**config.mk**
```make
export PLATFORM = sky130hd
export DESIGN_NAME = vote_tally_seq
export DESIGN_NICKNAME = d
export VERILOG_FILES = /design/src/rtl/vote_tally_seq.sv
export SDC_FILE = /design/constraint.sdc
export NUM_CORES = 1
export LEC_CHECK = 0
export ABC_CLOCK_PERIOD_IN_PS = 4900
export CORE_ASPECT_RATIO = 0.5
export CORE_MARGIN = 5
export CORE_UTILIZATION = 30
export CTS_CLUSTER_SIZE = 10
export DETAILED_ROUTE_END_ITERATION = 10
export PLACE_DENSITY_LB_ADDON = 0.3
export SYNTH_ARGS = -nofsm -noshare
export SYNTH_HDL_FRONTEND = slang
export SYNTH_SLANG_ARGS = --single-unit
```
**constraint.sdc**
```tcl
create_clock -name clk -period 4.9 [get_ports clk]
set_input_delay 0.49 -clock clk [delete_from_list [all_inputs] [get_ports clk]]
set_output_delay 0.49 -clock clk [all_outputs]
set_load 0.01 [all_outputs]
```
**src/rtl/vote_tally_seq.sv**
```systemverilog
// Serial ballot collector: opens a voting session, tallies yes/no per voter, and reports a
// threshold decision on close, timeout or all-voted. Optional early close: VOTE_TALLY_EARLY_DECIDE_EN.
module vote_tally_seq #(
    parameter int unsigned N_VOTERS = 8,
    parameter int unsigned THRESH   = 4,
    parameter int unsigned WINDOW   = 16,
    localparam int unsigned ID_W    = $clog2(N_VOTERS),
    localparam int unsigned CNT_W   = $clog2(N_VOTERS + 1),
    localparam int unsigned TMR_W   = $clog2(WINDOW + 1)
) (
    input  logic             clk,
    input  logic             rst_n,
    input  logic             start,
    input  logic             ballot_valid,
    input  logic [ID_W-1:0]  ballot_id,
    input  logic             ballot_yes,
    input  logic             close,
    output logic             busy,
    output logic             ballot_err,
    output logic             result_valid,
    output logic             result_pass,
    output logic [CNT_W-1:0] yes_count,
    output logic [CNT_W-1:0] no_count
);

    localparam int unsigned ID_XW  = ID_W + 1;
    localparam int unsigned CNT_XW = CNT_W + 1;
    localparam int unsigned MASK_W = 1 << ID_W;

    localparam logic [1:0] S_IDLE = 2'd0;
    localparam logic [1:0] S_OPEN = 2'd1;
    localparam logic [1:0] S_DONE = 2'd2;

    logic [1:0]        state;
    logic [1:0]        state_nxt_c;
    logic [MASK_W-1:0] mask;
    logic [TMR_W-1:0]  timer;
    logic              in_range_c;
    logic              accept_c;
    logic [CNT_XW-1:0] yes_post_c;
    logic [CNT_XW-1:0] no_post_c;
    logic              all_voted_c;
    logic              timeout_c;
    logic              early_c;

    // Tallies as they will stand after this edge's ballot, if accepted
    assign in_range_c  = {1'b0, ballot_id} < ID_XW'(N_VOTERS);
    assign accept_c    = (state == S_OPEN) && ballot_valid && in_range_c && !mask[ballot_id];
    assign yes_post_c  = {1'b0, yes_count} + CNT_XW'(accept_c && ballot_yes);
    assign no_post_c   = {1'b0, no_count} + CNT_XW'(accept_c && !ballot_yes);
    assign all_voted_c = (yes_post_c + no_post_c) == CNT_XW'(N_VOTERS);
    assign timeout_c   = timer == TMR_W'(WINDOW - 1);

`ifdef VOTE_TALLY_EARLY_DECIDE_EN
    // Outcome is settled once pass is reached or the remaining voters cannot reach it
    assign early_c = (yes_post_c >= CNT_XW'(THRESH)) ||
                     ((CNT_XW'(N_VOTERS) - no_post_c) < CNT_XW'(THRESH));
`else
    assign early_c = 1'b0;
`endif

    always_ff @(posedge clk) begin
        if (!rst_n) begin
            state <= S_IDLE;
        end else begin
            state <= state_nxt_c;
        end
    end

    always_comb begin
        state_nxt_c = state;
        case (state)
            S_IDLE:  if (start) state_nxt_c = S_OPEN;
            S_OPEN:  if (close || timeout_c || all_voted_c || early_c) state_nxt_c = S_DONE;
            S_DONE:  state_nxt_c = S_IDLE;
            default: state_nxt_c = S_IDLE;
        endcase
    end

    // Session datapath and registered outputs
    always_ff @(posedge clk) begin
        if (!rst_n) begin
            busy         <= 1'b0;
            ballot_err   <= 1'b0;
            result_valid <= 1'b0;
            result_pass  <= 1'b0;
            yes_count    <= '0;
            no_count     <= '0;
            mask         <= '0;
            timer        <= '0;
        end else begin
            busy         <= state_nxt_c != S_IDLE;
            result_valid <= state_nxt_c == S_DONE;
            ballot_err   <= ballot_valid && !accept_c;
            if (state == S_IDLE && start) begin
                mask        <= '0;
                timer       <= '0;
                yes_count   <= '0;
                no_count    <= '0;
                result_pass <= 1'b0;
            end else if (state == S_OPEN) begin
                timer     <= timer + TMR_W'(1);
                yes_count <= yes_post_c[CNT_W-1:0];
                no_count  <= no_post_c[CNT_W-1:0];
                if (accept_c) begin
                    mask[ballot_id] <= 1'b1;
                end
                if (state_nxt_c == S_DONE) begin
                    result_pass <= yes_post_c >= CNT_XW'(THRESH);
                end
            end
        end
    end

endmodule

```
==> results.json <==
{
  "final_cell_mix": "27 x dfxtp_1, 24 x nor2_1, 20 x clkdlybuf4s50_1",
  "yosysTopAreaCell": "dfxtp_1",
  "initial_utilization_pct": 31.52,
  "finalPower_mw": 0.3990,
  "synth.lib_cells_used.distinct": 33,
  "final_common_cell": "dfxtp_1",
  "drive_above_1_share_pct": 6.077,
  "syn_area_um2": 1401,
  "drc": 0,
  "final_nets": 202,
  "ir_drop_mv": 0.09879,
  "cts_buffer_depth": 2,
  "first_iter_violations": 51,
  "setup_viol": 0,
  "clkPwrFrac_pct": 33.2,
  "cp-start-kind": "primary input",
  "cts_sinks": 27,
  "final_hold_viol_count": 0,
  "ant_nets": 0,
  "pwr_density_cell_nw_per_um2": 234.1,
  "fmax_ghz": 0.2533,
  "ios": 21,
  "n_antenna_cell": 0,
  "p_leak_nw": 0.6598,
  "cts_resized": 0,
  "fin_skew_ns": 0.001441,
  "clk_pin_slew_ns": 0.10,
  "yosysTopAreaCellShare_pct": 38.57,
  "holdBufCountCts": 0,
  "hpwl_um": 2179,
  "synthTopCellsByArea": "dfxtp_1 39%, ha_1 8.9%, nor2_1 6.4%",
  "ys_seq_elements": 27,
  "synth-edff-count": 0,
  "power.share.sequential_pct": 56.5,
  "swShare_pct": 25.02,
  "critical_path_class": "primary input to flip-flop",
  "outcome": "finished, final reports clean",
  "worstPathArrival_ns": 4.12,
  "drt-wirelength-per-cell_um": 11.77,
  "grt_max_degree": 17,
  "area_delta_synth_final_pct": 21.61,
  "crit_fanout": 8,
  "drv_slew": 0,
  "finalCritPeriodShare_pct": 80.56,
  "synth_fp_nets": 181,
  "clk_latency_ns": 0.28,
  "rows": 17,
  "relSlewSlack_pct": 48.75,
  "drv_cap": 0,
  "p_int_mw": 0.2992,
  "fin_crit_ns": 3.948,
  "core_um2": 4446,
  "ys_warn_count": 0,
  "p_switching_mw": 0.09985,
  "synth_seq_area_share_pct": 38.57,
  "ys.flop_type": "dfxtp_1",
  "synthArstFlopShare_pct": 0,
  "syn_area_per_cell_um2": 8.704,
  "setup_tns_ns": 0,
  "cts_inserted_buffers": 3,
  "worst_ep_required_time_ns": 5.07,
  "grt_setup_unrepaired": "false",
  "portBuffers": 20,
  "ctsHtreeMaxLevel": 1,
  "routed_wl_um": 2801,
  "hold_path.class": "flip-flop to flip-flop",
  "vias": 1102,
  "avgViaCountPerCell": 4.630,
  "antenna_found_initial": 0,
  "grt_usage_pct": 9.493,
  "postSynthCellCount": 161,
  "die-area_um2": 6221,
  "grt_pass1_wl_um": 4678,
  "grt_pass1_vias": 1061,
  "cts_tree": "done",
  "die_y_um": 58.33,
  "post_cts_buffers": 0,
  "p_comb_share_pct": 10.2,
  "tightest_slew_ns": 0.7636,
  "place_congestion": 0.7762,
  "cts-root-buf": "clkbuf_8",
  "cp-end-kind": "flip-flop",
  "drt_pass1_iterations": 4,
  "die_x_um": 106.7,
  "overflow": 0
}
-- sequential cells by signal, summed over array words and instances, names as in the netlist --
signal        flops
result_valid      1
busy              1
ballot_err        1
mask              8
yes_count         4
result_pass       1
timer             5
no_count          4
state             2
-- power groups by stage --
stage / logic (mW) / clock network (mW) / registers, mW
2_1_floorplan: 0.0241 / 0 / 0.231
3_3_place_gp: 0.0404 / 0 / 0.231
3_5_place_dp: 0.0409 / 0 / 0.231
4_1_cts: 0.0412 / 0.136 / 0.226
5_1_grt: 0.0452 / 0.144 / 0.226
6_report: 0.0408 / 0.133 / 0.226
-- layer usage --
metal	global-route usage, %	vias up	part of all wire, %
met5	0	-	0
met4	4.007	0	1.6
met3	2.848	5	3.1
met2	16.46	12	48
met1	11.16	508	47
li1	-	577	-
-- final cells by class --
class,instances,area [um2]
clock inverters,1,7.507
well taps,57,71.32
flip-flops and latches,27,540.5
repair buffers,22,215.2
clock buffers,3,41.29
inverters,9,33.78
fillers,453,2741
multi-input cells,119,794.5
-- metrics by stage --
stage | utilization, % | std cells | hold WS (ns) | worst slack [ns] | cell area, um2
floorplan | - | 161 | 0.4315 | 1.563 | 1401
global placement | 37.24 | 234 | 0.4492 | 0.7964 | 1655
detailed placement | 37.24 | 234 | 0.4484 | 0.6927 | 1655
CTS | 38.33 | 238 | 0.4724 | 0.9927 | 1704
global route | 38.33 | 238 | 0.5056 | 0.6963 | 1704
finish | 38.33 | 238 | 0.4721 | 0.9524 | 1704
-- kinds of logic (layout without fill, tap and decap cells) --
logic type	after synthesis	after routing	synth area share [%]
compound gates	27	27	12.32
xor+xnor	15	15	9.375
fa+ha+maj	11	11	10.36
buf+inv	15	35	4.732
flops	27	27	38.57
mux	4	4	3.839
simple gates	62	62	20.80
-- cells in the mapped netlist (all sizes together), types with 2 or more instances --
master  number
nor2b        2
o21ai        3
nand2b       3
nor2        25
a21o         2
xor2         7
a21oi       15
and3         2
dfxtp       27
and2         2
a31oi        3
nand3        7
inv          9
mux2i        2
ha          10
nor3b        2
clkbuf       3
buf          3
xnor2        8
nand2       17
-- worst max-delay path, stage by stage --
cell	delay (ns)
clkdlybuf4s50_1	0.62
mux4_2	0.58
mux2i_1	0.15
nand2_1	0.11
nor2_1	0.10
ha_1	0.19
ha_1	0.25
xor2_1	0.20
ha_1	0.29
xnor2_1	0.15
nor3b_1	0.28
nand3_1	0.12
o22ai_1	0.20
mux2_2	0.37
-- path summary, 6_finish.rpt --
kind	start	to	slack, ns	cells after the start
setup / recovery	ballot_id[1]	result_pass	0.95	14
hold / removal	mask[7]	mask[7]	0.47	2
setup reg to reg	state[0]	result_pass	1.42	15
hold reg to reg	mask[7]	mask[7]	0.47	2
Power figures use the tool's default switching activity.
